<file path="config.mk">
export PLATFORM = sky130hd
export DESIGN_NAME = instr_mem_loader
export DESIGN_NICKNAME = d
export VERILOG_FILES = /design/src/rtl/instr_loader_pkg.sv /design/src/rtl/instr_mem_loader_packer.sv /design/src/rtl/instr_mem_loader.sv
export SDC_FILE = /design/constraint.sdc
export NUM_CORES = 1
export LEC_CHECK = 0
export CORE_MARGIN = 2
export CORE_UTILIZATION = 45
export CTS_CLUSTER_DIAMETER = 60
export DETAILED_ROUTE_END_ITERATION = 10
export HOLD_SLACK_MARGIN = 0.03
export PLACE_DENSITY = 0.7
export SETUP_SLACK_MARGIN = 0.4
export SLEW_MARGIN = 5
export SYNTH_ARGS = -nofsm -noshare
export SYNTH_HDL_FRONTEND = slang
export SYNTH_SLANG_ARGS = --single-unit
</file>
<file path="constraint.sdc">
create_clock -name clk -period 6 [get_ports clk]
set_input_delay 0.9 -clock clk [delete_from_list [all_inputs] [get_ports clk]]
set_output_delay 0.9 -clock clk [all_outputs]
set_load 0.005 [all_outputs]
</file>
<file path="src/rtl/instr_loader_pkg.sv">
// Shared types and constants for the instruction memory loader.
// Holds the loader FSM state enum and byte/word sizing.
package instr_loader_pkg;

  localparam int BYTES_PER_WORD = 4;
  localparam int WORD_W         = 32;
  localparam int BYTE_W         = 8;

  typedef enum logic [2:0] {
    IDLE,
    HDR,
    DATA,
    WRITE,
    CHK,
    DONE,
    ERR
  } state_t;

endpackage

</file>
<file path="src/rtl/instr_mem_loader_packer.sv">
// byte_packer: shifts bytes into a big-endian word and flags the 4th byte.
// Ports: clk, reset, clear, take, din -> word_valid, word.
module byte_packer
  import instr_loader_pkg::*;
(
  input  logic              clk,
  input  logic              reset,
  input  logic              clear,
  input  logic              take,
  input  logic [BYTE_W-1:0] din,
  output logic              word_valid,
  output logic [WORD_W-1:0] word
);

  logic [1:0]               cnt;
  logic [WORD_W-BYTE_W-1:0] sh;

  always_ff @(posedge clk) begin
    if (reset || clear) begin
      cnt <= '0;
      sh  <= '0;
    end else if (take) begin
      sh  <= {sh[WORD_W-2*BYTE_W-1:0], din};
      cnt <= cnt + 2'd1;
    end
  end

  // The word is presented together with its last byte, so the
  // FSM can latch it on the same edge as the final handshake.
  assign word       = {sh, din};
  assign word_valid = take && (cnt == 2'(BYTES_PER_WORD - 1));

endmodule

</file>
<file path="src/rtl/instr_mem_loader.sv">
// Byte-stream loader for the instruction memory: header N, N words, opt. checksum.
// Ports: start/rx_* in; rx_ready, wr_*, busy/done/error, words_loaded out. Macro: INSTR_LOADER_CHECKSUM_EN.
module instr_mem_loader
  import instr_loader_pkg::*;
#(
  parameter int SIZE   = 18,
  parameter int ADDR_W = 32
) (
  input  logic              clk,
  input  logic              reset,
  input  logic              start,
  input  logic [BYTE_W-1:0] rx_data,
  input  logic              rx_valid,
  output logic              rx_ready,
  output logic              wr_en,
  output logic [ADDR_W-1:0] wr_addr,
  output logic [WORD_W-1:0] wr_data,
  output logic              busy,
  output logic              done,
  output logic              error,
  output logic [31:0]       words_loaded
);

  state_t            state;
  logic [31:0]       n_words;
  logic              take;
  logic              go;
  logic              wv;
  logic [WORD_W-1:0] word;
`ifdef INSTR_LOADER_CHECKSUM_EN
  logic [WORD_W-1:0] csum;
`endif

  assign take = rx_valid && rx_ready;
  assign go   = start && (state == IDLE || state == DONE || state == ERR);

  byte_packer u_pack (
    .clk        (clk),
    .reset      (reset),
    .clear      (go),
    .take       (take),
    .din        (rx_data),
    .word_valid (wv),
    .word       (word)
  );

  // words_loaded doubles as the write index.
  always_ff @(posedge clk) begin
    if (reset) begin
      state        <= IDLE;
      n_words      <= '0;
      rx_ready     <= 1'b0;
      wr_en        <= 1'b0;
      wr_addr      <= '0;
      wr_data      <= '0;
      busy         <= 1'b0;
      done         <= 1'b0;
      error        <= 1'b0;
      words_loaded <= '0;
`ifdef INSTR_LOADER_CHECKSUM_EN
      csum         <= '0;
`endif
    end else begin
      wr_en <= 1'b0;
      unique case (state)
        IDLE, DONE, ERR: begin
          if (go) begin
            state        <= HDR;
            rx_ready     <= 1'b1;
            busy         <= 1'b1;
            done         <= 1'b0;
            error        <= 1'b0;
            words_loaded <= '0;
          end
        end
        HDR: begin
          if (wv) begin
            n_words <= word;
`ifdef INSTR_LOADER_CHECKSUM_EN
            csum    <= word;
`endif
            if (word == '0) begin
              state    <= DONE;
              rx_ready <= 1'b0;
              busy     <= 1'b0;
              done     <= 1'b1;
            end else if (word > 32'(SIZE)) begin
              state    <= ERR;
              rx_ready <= 1'b0;
              busy     <= 1'b0;
              error    <= 1'b1;
            end else begin
              state <= DATA;
            end
          end
        end
        DATA: begin
          if (wv) begin
            state    <= WRITE;
            rx_ready <= 1'b0;
            wr_en    <= 1'b1;
            wr_data  <= word;
            wr_addr  <= ADDR_W'({words_loaded[29:0], 2'b00});
`ifdef INSTR_LOADER_CHECKSUM_EN
            csum     <= csum ^ word;
`endif
          end
        end
        WRITE: begin
          words_loaded <= words_loaded + 32'd1;
          if (words_loaded + 32'd1 == n_words) begin
`ifdef INSTR_LOADER_CHECKSUM_EN
            state    <= CHK;
            rx_ready <= 1'b1;
`else
            state    <= DONE;
            busy     <= 1'b0;
            done     <= 1'b1;
`endif
          end else begin
            state    <= DATA;
            rx_ready <= 1'b1;
          end
        end
        CHK: begin
`ifdef INSTR_LOADER_CHECKSUM_EN
          if (wv) begin
            rx_ready <= 1'b0;
            busy     <= 1'b0;
            if (word == csum) begin
              state <= DONE;
              done  <= 1'b1;
            end else begin
              state <= ERR;
              error <= 1'b1;
            end
          end
`else
          state <= IDLE;
`endif
        end
        default: state <= IDLE;
      endcase
    end
  end

endmodule

</file>
# Word-level counts from Yosys, hierarchy flattened
# Cells that the tools add are included.
# Widths: inputs -> output; s select.
# op_classes
add_sub_neg	2
order_cmp	1
n_eq_ne	16
n_mux	28
bitwise	1
n_reduce_logical	22
# ops
op	n
$pmux 32 s2	1
$add 32x1->32 const B	1
$eq 32x32->1	1
$gt 32x5->1 const B	1
$logic_not 32->1	1
$mux 32	1
$mux 3	6
$mux 1	15
$reduce_and 5->1	3
$pmux 3 s4	1
$ne 2x2->1 const B	5
$eq 3x2->1 const B	2
$eq 3x3->1 const B	2
$ne 2x1->1 const B	3
$pmux 1 s3	2
$reduce_and 2->1	3
$reduce_and 6->1	1
$pmux 1 s4	1
$reduce_bool 2->1	2
$reduce_bool 4->1	1
$eq 3x1->1 const B	1
$logic_and 1x1->1	3
$logic_not 3->1	1
$logic_or 1x1->1	3
other kinds (9)	9
# word_totals
reg_bits	160
inputBits	12
out_inout_bits	101
elab_cells	82

# Longest topological paths before layout
# depth
depth_word	6
ltp_mapped	10
depth_no_buf	9

# By module
# A second synthesis with hierarchy kept.
# hier_totals
cells_unflattened	978
area_unflattened_um2	7722.4
# modules_own_cells
mod	instances	cells_each	area_per_inst_um2	seq_area_each_um2
instr_mem_loader	1	883	6682.7	2682.6
byte_packer	1	95	1039.7	520.5

# Least setup slack after synthesis
# No wires, ideal clock.
# synth_timing
path_type	register to register
start	reg words_loaded[0]
end	reg busy
setup_time_ns	0.078
arrival_time_ns	2.844
required_time_ns	5.922
path_slack_ns	3.078
stages_incl_launch_ff	11
path_buffers	1
synth_period_minus_slack_ns	2.922
path_cell_list	dfxtp_1 ha_1 nand3_2 or3_1 clkbuf_1 nor4_1 xnor2_1 o2111ai_1 nor4_2 mux2_2 nor3_1
# synth_between
elab_chain_len	4
# synth_rtl
item	line	source
from (decl)	instr_mem_loader.sv:21	output logic [31:0] words_loaded
from (signal assigned)	instr_mem_loader.sv:110	words_loaded <= words_loaded + 32'd1;
$add 32x1->32	instr_mem_loader.sv:111	if (words_loaded + 32'd1 == n_words) begin
$eq 32x32->1	instr_mem_loader.sv:111	
$ne 2x2->1 (no source line)	-	
$reduce_and 5->1 (no source line)	-	
to (signal assigned)	instr_mem_loader.sv:85	busy <= 1'b0;
to (signal assigned)	instr_mem_loader.sv:90	busy <= 1'b0;
to (signal assigned)	instr_mem_loader.sv:117	busy <= 1'b0;
to (decl)	instr_mem_loader.sv:18	output logic busy,
# Every way passes these cells.
# A chain may end at the register's enable or synchronous reset.

# Final worst setup path
# layout_timing
start	in rx_valid
end	reg wr_data[25]
# layout_between
elab_chain_len	3
# layout_rtl
item	line	source
from (decl)	instr_mem_loader.sv:13	input logic rx_valid,
$logic_and 1x1->1	instr_mem_loader.sv:34	assign take = rx_valid && rx_ready;
$logic_and 1x1->1	instr_mem_loader_packer.sv:31	assign word_valid = take && (cnt == 2'(BYTES_PER_WORD - 1));
$reduce_and 2->1 (no source line)	-	
to (signal assigned)	instr_mem_loader.sv:102	wr_data <= word;
to (decl)	instr_mem_loader.sv:17	output logic [WORD_W-1:0] wr_data,
# Every way passes these cells.

==> impl_metrics.env <==
export IMPL_avgViaCountPerCell=5.52
export IMPL_clockBufferDepth=2
export IMPL_synth_main_ff_cell="dfxtp_1"
export IMPL_diodes=0
export IMPL_via_count=7158
export IMPL_grt_usage_pct=23.2
export IMPL_holdCritPathClass="flop to flop"
export IMPL_drv_cap=0
export IMPL_hpwlAfterDp_um=13900
export IMPL_worstMarginPinSlew_ns=1.18
export IMPL_cp_start_kind="primary input"
export IMPL_clkPwrFrac_pct=48.5
export IMPL_die_h_um=134
export IMPL_synth_top_area_share_pct=42.1
export IMPL_critical_path_required_ns=6.28
export IMPL_seq_area_frac_synth_pct=42.1
export IMPL_clock_fmax_mhz=276
export IMPL_ys_types=63
export IMPL_post_cts_buffers=0
export IMPL_routed_wl_um=20600
export IMPL_cts_buffers=17
export IMPL_pwr_share_comb_pct=6.2
export IMPL_tns_ns=0
export IMPL_synth_area_leaders="dfxtp_1 (42%), nand2_1 (14%), a21oi_1 (11%)"
export IMPL_setup_viol=0
export IMPL_crit_path_cell_trace="clkdlybuf4s50_1 > and2_1 > nand2_1 > or3_2 > nand2_1 > a21oi_1"
export IMPL_io_pins=113
export IMPL_cts_tree="built"
export IMPL_dieArea_um2=18000
export IMPL_seq_power_share_pct=45.3
export IMPL_rsz0062_at_grt="false"
export IMPL_grt_overflow=0
export IMPL_ir_worst_vdd_mv=0.198
export IMPL_core_um2=16500
export IMPL_route_detailed_drc=0
export IMPL_max_stage_delay_ns=1.03
export IMPL_row_count=47
export IMPL_grt_max_degree=89
export IMPL_crit_top_cell="nand2_1"
export IMPL_outcome="completed"
export IMPL_avgSynthCellArea_um2=7.52
export IMPL_final_util_pct=55.9
export IMPL_synth_top_cell_by_area="dfxtp_1"
export IMPL_swShare_pct=24.4
export IMPL_drive_gt1_share_pct=5.39
export IMPL_cellPowerDensity_nw_per_um2=261
export IMPL_gp_congestion=0.880
export IMPL_intPower_uw=1820
export IMPL_syn_to_final_growth_pct=21.4
export IMPL_cellLeakagePower_uw=0.00294
export IMPL_clock_sinks=160
export IMPL_post_cts_resized=0
export IMPL_netlist_area_um2=7600
export IMPL_start_util_pct=46.0
export IMPL_holdBufCountCts=0
export IMPL_ys_seq_elements=160
export IMPL_async_reset_ff_share_pct=0
export IMPL_skew_ns=0.00740
export IMPL_crit_fanout=63
export IMPL_timing_final_hold_violations=0
export IMPL_drv_slew=0
export IMPL_yosysWarnings=0
export IMPL_portBuffers=110
export IMPL_end_kind="flop"
export IMPL_worstPathArrival_ns=3.90
export IMPL_period_needed_ns=3.62
export IMPL_fin_nets=1077
export IMPL_clk_insertion_delay_late_ns=0.43
export IMPL_netlist_instances=1011
export IMPL_cts_root_buf="clkbuf_16"
export IMPL_path_delay_family="simple AND/OR/NAND/NOR gates"
export IMPL_critical_path_buf_inv_count=1
export IMPL_drt_initial_drc_count=637
export IMPL_fin_crit_sh_pct=60.4
export IMPL_clk_pin_slew_ns=0.06
export IMPL_grt_antenna_before_repair=0
export IMPL_ant_nets=0
export IMPL_slew_headroom_pct=21.4
export IMPL_grt_pass1_wl_um=33600
export IMPL_grt_pass1_vias=6331
export IMPL_power_switching_uw=589
export IMPL_die_w_um=134
export IMPL_total_power_uw=2410
export IMPL_synth_edf_count=0
export IMPL_path_class="primary input to flop"
export IMPL_worst_path_max_delay_cell="or3_2"
export IMPL_htreeDepth=4
export IMPL_dr_pass1_iters=7
export IMPL_wl_per_cell_um=15.9
routing by layer:
layer  vias up  track usage (%)  share of wire [%]
li1       3574                -                  -
met1      3335             33.2                 48
met2       229             36.1                 45
met3        20             4.35                5.8
met4         0             6.21                1.2
met5         -                0                  0
Yosys cell counts (all sizes together) (3+ instances only):
library cell,instances
a21oi,166
nor3,24
a211o,3
a22oi,5
nand2b,5
nand3,19
inv,5
nor2,50
and4,5
dfxtp,160
a211oi,3
or4,3
a31oi,6
a2111oi,3
or3,11
xnor2,36
xor2,9
nand2,279
a311oi,5
nor4,19
clkbuf,59
a21o,3
and3,11
o311ai,3
nand4,17
and2,6
nor3b,4
nor2b,7
o21ai,34
buf,25
sequential cells by signal, indices dropped and copies added (netlist names):
register and flops:
u_pack.sh 24, busy 1, error 1, state 3, n_words 32, wr_en 1, rx_ready 1, wr_data 32
done 1, words_loaded 32, u_pack.cnt 2, wr_addr 30
power groups by stage:
stage	Sequential (µW)	Combinational, µW	Clock (µW)
2_1_floorplan	1100	114	0
3_3_place_gp	1120	147	0
3_5_place_dp	1120	148	0
4_1_cts	1090	149	1190
5_1_grt	1100	165	1230
6_report	1090	150	1170
cell families after synthesis:
kind of cell               after synthesis  synth area share, %
and+or+nand+nor                        467                 27.8
AOI/OAI and AO/OA                      243                 17.9
DFF                                    160                 42.1
buffers and inverters                   89                 6.01
xor gates and xnor gates                45                 5.18
muxes                                    4                0.559
adders and majority gates                2                0.329
other                                    1               0.0493
worst min-delay path, cell delays in order, from the launching register on:
cell and delay (ns):
dfxtp_1 0.31, nand2_1 0.05, a21oi_1 0.05
per-stage QoR:
stage | worst slack (ns) | hold WS, ns | instances | instance area [µm²]
2_1_floorplan | 3.08 | 0.440 | 1012 | 7610
3_3_place_gp | 2.00 | 0.440 | 1264 | 8600
3_5_place_dp | 1.93 | 0.446 | 1264 | 8600
4_1_cts | 2.39 | 0.455 | 1296 | 9230
5_1_grt | 2.18 | 0.469 | 1296 | 9230
6_report | 2.38 | 0.451 | 1296 | 9230
path summary, 6_finish.rpt:
kind                                      start          end  slack [ns]  cells past startpoint
worst max-delay path                   rx_valid  wr_data[25]        2.38                      6
worst min-delay path                 wr_addr[4]   wr_addr[4]        0.45                      2
worst max register to register  words_loaded[0]         busy        2.46                      9
worst min register to register       wr_addr[4]   wr_addr[4]        0.45                      2
area by class of cell:
| class | count | area [µm²] |
|---|---|---|
| Inverter | 5 | 18.8 |
| Multi-Input combinational cell | 763 | 3960 |
| Tap cell | 220 | 275 |
| Clock buffer | 18 | 429 |
| Fill cell | 1566 | 7290 |
| Sequential cell | 160 | 3200 |
| Timing Repair Buffer | 116 | 1140 |
| Clock inverter | 14 | 205 |
placed cells by master, fill, tap and decap left out, types with 7 or more instances in the layout:
cell               n
a21oi_1          166
and3_1            11
buf_4              7
clkbuf_16         17
clkdlybuf4s50_1  109
dfxtp_1          160
nand2_1          278
nand3_1           17
nand4_1           16
nor2_1            50
nor2b_1            7
nor3_1            21
nor4_1            18
o21ai_0           33
or3_1             10
xnor2_1           36
xor2_1             9
Power figures use the tool's default switching activity.
